==> src/rtl/shift_feed_ctrl.sv <==
`default_nettype none
// ============================================================================
// Module   : shift_feed_ctrl
// Purpose  : Accepts a word over valid/ready and serializes it, one bit per
//            clock, onto the serial/direction inputs of a shift register.
// Revision : 1.0  initial release
// ============================================================================
module shift_feed_ctrl #(
    parameter int WIDTH      = 4,
    parameter int GAP_CYCLES = 1
) (
    input  logic             i_clk,
    input  logic             i_rst,
    input  logic [WIDTH-1:0] i_data,
    input  logic             i_right,
    input  logic             i_valid,
    output logic             o_ready,
    output logic             o_d,
    output logic             o_right,
    output logic             o_shift_en,
    output logic             o_busy,
    output logic             o_done
);

    localparam int c_cnt_w = (WIDTH > 1) ? $clog2(WIDTH) : 1;
    localparam int c_gap_w = (GAP_CYCLES > 1) ? $clog2(GAP_CYCLES) : 1;
    localparam logic [c_cnt_w-1:0] c_last_bit = c_cnt_w'(WIDTH - 1);
    localparam logic [c_gap_w-1:0] c_last_gap = c_gap_w'((GAP_CYCLES > 0) ? GAP_CYCLES - 1 : 0);

    typedef enum logic [1:0] {
        S_IDLE  = 2'd0,
        S_SHIFT = 2'd1,
        S_DONE  = 2'd2,
        S_GAP   = 2'd3
    } state_t;

    state_t             r_state;
    logic [WIDTH-1:0]   r_word;
    logic [c_cnt_w-1:0] r_bit_cnt;
    logic [c_gap_w-1:0] r_gap_cnt;

    always_ff @(posedge i_clk) begin
        if (i_rst) begin
            r_state    <= S_IDLE;
            r_word     <= '0;
            r_bit_cnt  <= '0;
            r_gap_cnt  <= '0;
            o_ready    <= 1'b1;
            o_d        <= 1'b0;
            o_right    <= 1'b1;
            o_shift_en <= 1'b0;
            o_busy     <= 1'b0;
            o_done     <= 1'b0;
        end else begin
            case (r_state)
                S_IDLE: begin
                    if (i_valid && o_ready) begin
                        // First bit goes out directly; the held copy is pre-shifted
                        // so the next bit always sits at the same end.
                        o_d        <= i_right ? i_data[0] : i_data[WIDTH-1];
                        r_word     <= i_right ? (i_data >> 1) : (i_data << 1);
                        o_right    <= i_right;
                        o_shift_en <= 1'b1;
                        o_busy     <= 1'b1;
                        o_ready    <= 1'b0;
                        r_bit_cnt  <= '0;
                        r_state    <= S_SHIFT;
                    end
                end
                S_SHIFT: begin
                    if (r_bit_cnt == c_last_bit) begin
                        o_d        <= 1'b0;
                        o_shift_en <= 1'b0;
                        o_done     <= 1'b1;
                        r_state    <= S_DONE;
                    end else begin
                        r_bit_cnt <= r_bit_cnt + 1'b1;
                        o_d       <= o_right ? r_word[0] : r_word[WIDTH-1];
                        r_word    <= o_right ? (r_word >> 1) : (r_word << 1);
                    end
                end
                S_DONE: begin
                    o_done <= 1'b0;
                    if (GAP_CYCLES == 0) begin
                        o_busy  <= 1'b0;
                        o_ready <= 1'b1;
                        r_state <= S_IDLE;
                    end else begin
                        r_gap_cnt <= '0;
                        r_state   <= S_GAP;
                    end
                end
                S_GAP: begin
                    if (r_gap_cnt == c_last_gap) begin
                        o_busy  <= 1'b0;
                        o_ready <= 1'b1;
                        r_state <= S_IDLE;
                    end else begin
                        r_gap_cnt <= r_gap_cnt + 1'b1;
                    end
                end
                default: begin
                    r_state <= S_IDLE;
                    o_ready <= 1'b1;
                    o_busy  <= 1'b0;
                end
            endcase
        end
    end

endmodule
`default_nettype wire
==> config.mk <==
export PLATFORM = sky130hd
export DESIGN_NAME = shift_feed_ctrl
export DESIGN_NICKNAME = d
export VERILOG_FILES = /design/src/rtl/shift_feed_ctrl.sv
export SDC_FILE = /design/constraint.sdc
export NUM_CORES = 1
export LEC_CHECK = 0
export ABC_AREA = 1
export BUFFER_PORTS_ARGS = -buffer_cell sky130_fd_sc_hd__buf_2
export CAP_MARGIN = 10
export CORE_MARGIN = 2
export CORE_UTILIZATION = 42
export CTS_BUF_LIST = sky130_fd_sc_hd__clkbuf_2 sky130_fd_sc_hd__clkbuf_4 sky130_fd_sc_hd__clkbuf_8
export CTS_CLUSTER_DIAMETER = 150
export DETAILED_ROUTE_END_ITERATION = 10
export GPL_ROUTABILITY_DRIVEN = 0
export HOLD_SLACK_MARGIN = 0.03
export SYNTH_ARGS = -nofsm -noshare
export SYNTH_HDL_FRONTEND = slang
export SYNTH_SLANG_ARGS = --single-unit
==> constraint.sdc <==
create_clock -name i_clk -period 3.78 [get_ports i_clk]
set_input_delay 0.189 -clock i_clk [delete_from_list [all_inputs] [get_ports i_clk]]
set_output_delay 0.189 -clock i_clk [all_outputs]
set_load 0.01 [all_outputs]
==> Implementation_results.wiki <==
{| class="wikitable"
! Metric !! Value
|-
| Number of vias after detailed routing || 777
|-
| Number of top-level pins || 14
|-
| Capturing instance or port of the critical path || r_word[2]$_SDFFE_PP0P_
|-
| Internal portion of total power || 401 uW
|-
| Pin slew with the least headroom to its limit || 344 ps
|-
| Finished Layout Cells || 174
|-
| Final hold vios || 0
|-
| Setup Viol. Count Final || 0
|-
| Global router's overall resource usage || 0.157
|-
| Worst Setup Slack, final || 2310 ps
|-
| Bufs on Longest Clock Path || 2
|-
| Number of buffers created by CTS || 3
|-
| Root buf cell || sky130_fd_sc_hd__clkbuf_4
|-
| Tmin final || 1470 ps
|-
| Placeable core region || 0.00192 mm^2
|-
| Iteration-0 DRC Markers || 20
|-
| Antenna viol nets, final || 0
|-
| Number of buffers inserted by post-CTS setup repair || 0
|-
| DIE HEIGHT || 48.8 um
|-
| Most common library cell in the layout ignoring fill and taps || sky130_fd_sc_hd__nand2_1
|-
| Achievable Freq || 680 MHz
|-
| Cells after Synth || 133
|-
| Classification of the worst-slack hold path || in2reg
|-
| Worst clock skew on the final layout || 4.01 ps
|-
| Average vias per placed instance || 4.47
|-
| Max FO, Critical Path || 10
|-
| Die span in x || 48.8 um
|-
| Yosys Warn Count || 0
|-
| Startpoint of the most critical register-to-register path || r_state[1]$_SDFFE_PP0P_
|-
| Final setup TNS || 0 ps
|-
| Slew Viols, Final || 0
|-
| Post-cts sizing count || 0
|-
| Quantity of hold-fixing buffers added after cts || 0
|-
| Internal reg-to-reg setup slack || 2310 ps
|-
| Pin count of the biggest net entering global routing || 12
|-
| Critical Path Source Type || register
|-
| RSZ-0062 raised after global routing || no
|-
| Net switching share of the total power || 0.482
|-
| Register clock-pin slew on the reported worst setup and hold paths || 90 ps
|-
| Placement row count || 16
|-
| Routed wire length per instance || 9.89 um
|-
| Via count of the first global-routing pass || 680
|-
| DPL Wire Length || 1350 um
|-
| Kind of capture point of the worst setup path || register
|-
| Number of flip-flops and latches in the synthesized netlist || 14
|-
| Wire length of the first global-routing pass || 2900 um
|-
| Total global routing overflow || 0
|-
| Combinational group share of total power || 0.565
|-
| Placed instance area || 932 um^2
|-
| Sw power || 373 uW
|-
| IO Port Bufs || 13
|-
| Most frequent cells in the layout || 50 x sky130_fd_sc_hd__nand2_1, 16 x sky130_fd_sc_hd__inv_1, 15 x sky130_fd_sc_hd__nor2_1
|-
| Area of the mapped netlist || 845 um^2
|-
| Total nets after synthesis || 148
|-
| Total routed wirelength || 1720 um
|-
| Effective utilization at floorplan || 0.439
|-
| Clock sink total || 14
|-
| Detailed Routing Iterations Pass 1 || 4
|-
| Worst-case headroom to the max-slew limit || 0.770
|-
| Count of inserted antenna diode cells || 0
|-
| Cells after DPL || 171
|-
| Outcome || finished, final reports clean
|-
| Hold slack final || 110 ps
|-
| CTS H-tree lvls || 1
|-
| Max-capacitance violation count || 0
|-
| Proportion of layout cells with a drive suffix above 1 || 0.150
|-
| Synthesis-to-finish area growth || 13.0%
|-
| Ordered cell list for the critical path || inv_1 > ha_1 > inv_2 > nand2_2 > nand3_4 > nand2_1 > nand2_1 > nor2_1
|-
| Drc violations || 0
|-
| Standard cell with the maximum stage delay on the critical path || sky130_fd_sc_hd__ha_1
|-
| Unique masters post-synth || 17
|-
| Sequential fraction of design power || 0.323
|-
| Clk network pwr share || 0.111
|-
| Endpoint of the most critical register-to-register path || r_word[2]$_SDFFE_PP0P_
|-
| Final Net Count || 164
|-
| Leakage || 0.539 nW
|-
| Power density normalized to cell area || 810 mW/mm^2
|-
| Final cycle utilization of the critical path || 0.389
|-
| Pre-CTS WS || 2310 ps
|-
| Clock tree from TritonCTS || done
|-
| R2R depth || 8
|-
| Mean cell area of the mapped netlist || 6.35 um^2
|-
| Kind of critical path || reg2reg
|-
| Initial antenna violation count || 0
|-
| Final non-filler cell area || 955 um^2
|-
| CP most frequent cell || sky130_fd_sc_hd__nand2_1
|-
| Worst IR Drop VDD || 469 uV
|-
| Sequential fraction of the synthesis area || 0.332
|-
| DIE AREA || 0.00239 mm^2
|-
| Latest clock arrival within the worst-skew pair || 280 ps
|-
| WP data required || 4000 ps
|-
| Data arrival at the endpoint of the critical path || 1690 ps
|-
| Timing startpoint of the critical path || r_state[1]$_SDFFE_PP0P_
|-
| Slowest cell delay on critical path || 350 ps
|}
per-stage QoR:
step | power [mW] | utilization
after floorplan | 0.598 | -
after global placement | 0.683 | 0.485
after detailed placement | 0.691 | 0.485
after CTS | 0.780 | 0.497
after global routing | 0.862 | 0.497
final | 0.773 | 0.497
per-layer routing:
layer / vias up / wire length [um] / track usage / share of wire
li1: 439 / - / - / -
met2: 13 / 769 / 0.253 / 0.45
met4: 0 / 16 / 0.0714 / 0.0093
met3: 2 / 59 / 0.0368 / 0.034
met1: 323 / 874 / 0.199 / 0.51
met5: - / 0 / 0 / 0
sequential cells by signal, summed over array words and instances, names as in the netlist:
signal and flops:
o_shift_en 1, o_busy 1, r_word 4, o_done 1, o_ready 1, r_state 2
o_d 1, r_bit_cnt 2, o_right 1
critical path: cells and delay by family (launching register included):
kind                     cells  cell delay, ps
flip-flops                   1             340
buffers and inverters        2             240
adder cells (fa/ha/maj)      1             350
AND/OR/NAND/NOR              5             490
Yosys cell counts:
| cell | number | share of area |
|---|---|---|
| sky130_fd_sc_hd__nand2_1 | 50 | 0.22 |
| sky130_fd_sc_hd__inv_1 | 16 | 0.071 |
| sky130_fd_sc_hd__nor2_1 | 15 | 0.067 |
| sky130_fd_sc_hd__dfxtp_1 | 14 | 0.33 |
| sky130_fd_sc_hd__nand3_1 | 13 | 0.077 |
| sky130_fd_sc_hd__ha_1 | 7 | 0.10 |
| sky130_fd_sc_hd__a21oi_1 | 4 | 0.024 |
| sky130_fd_sc_hd__inv_2 | 3 | 0.013 |
| sky130_fd_sc_hd__nand2_2 | 2 | 0.015 |
| sky130_fd_sc_hd__o21ai_0 | 2 | 0.012 |
| sky130_fd_sc_hd__a211oi_1 | 1 | 0.0089 |
| sky130_fd_sc_hd__buf_4 | 1 | 0.0089 |
| sky130_fd_sc_hd__clkbuf_1 | 1 | 0.0044 |
| sky130_fd_sc_hd__clkinv_1 | 1 | 0.0044 |
| sky130_fd_sc_hd__nand3_4 | 1 | 0.021 |
| sky130_fd_sc_hd__nand4_1 | 1 | 0.0074 |
| sky130_fd_sc_hd__o211ai_1 | 1 | 0.0089 |
power groups by stage:
| stage | registers [mW] | logic [mW] | clock network [mW] |
|---|---|---|---|
| finish | 0.250 | 0.437 | 0.0859 |
| global placement | 0.252 | 0.431 | 0 |
| CTS | 0.250 | 0.441 | 0.0888 |
| global route | 0.257 | 0.512 | 0.0928 |
| floorplan | 0.256 | 0.343 | 0 |
| detailed placement | 0.253 | 0.438 | 0 |
cell families after synthesis:
family,synth area share
DFF,0.332
AOI/OAI and AO/OA,0.0533
and+or+nand+nor,0.409
buffers and inverters,0.102
adders and majority gates,0.104
worst min path at each step:
stage,end,from,depth (start not counted),slack (ps)
final,r_bit_cnt[1]$_SDFFE_PP0P_,i_rst,2,110
after global routing,r_bit_cnt[1]$_SDFFE_PP0P_,i_rst,2,100
after CTS,o_shift_en$_SDFFE_PP0P_,i_rst,2,100
after detailed placement,r_bit_cnt[1]$_SDFFE_PP0P_,i_rst,2,400
after global placement,o_shift_en$_SDFFE_PP0P_,i_rst,2,400
after floorplan,o_shift_en$_SDFFE_PP0P_,i_rst,1,260
final cells by class:
cell class	instances	area (um^2)
flip-flops and latches	14	280
well taps	27	33.8
fillers	215	967
clock buffers	3	22.5
inverters	20	75.1
repair buffers	13	65.1
multi-input cells	97	478
(Power assumes the default switching activity.)
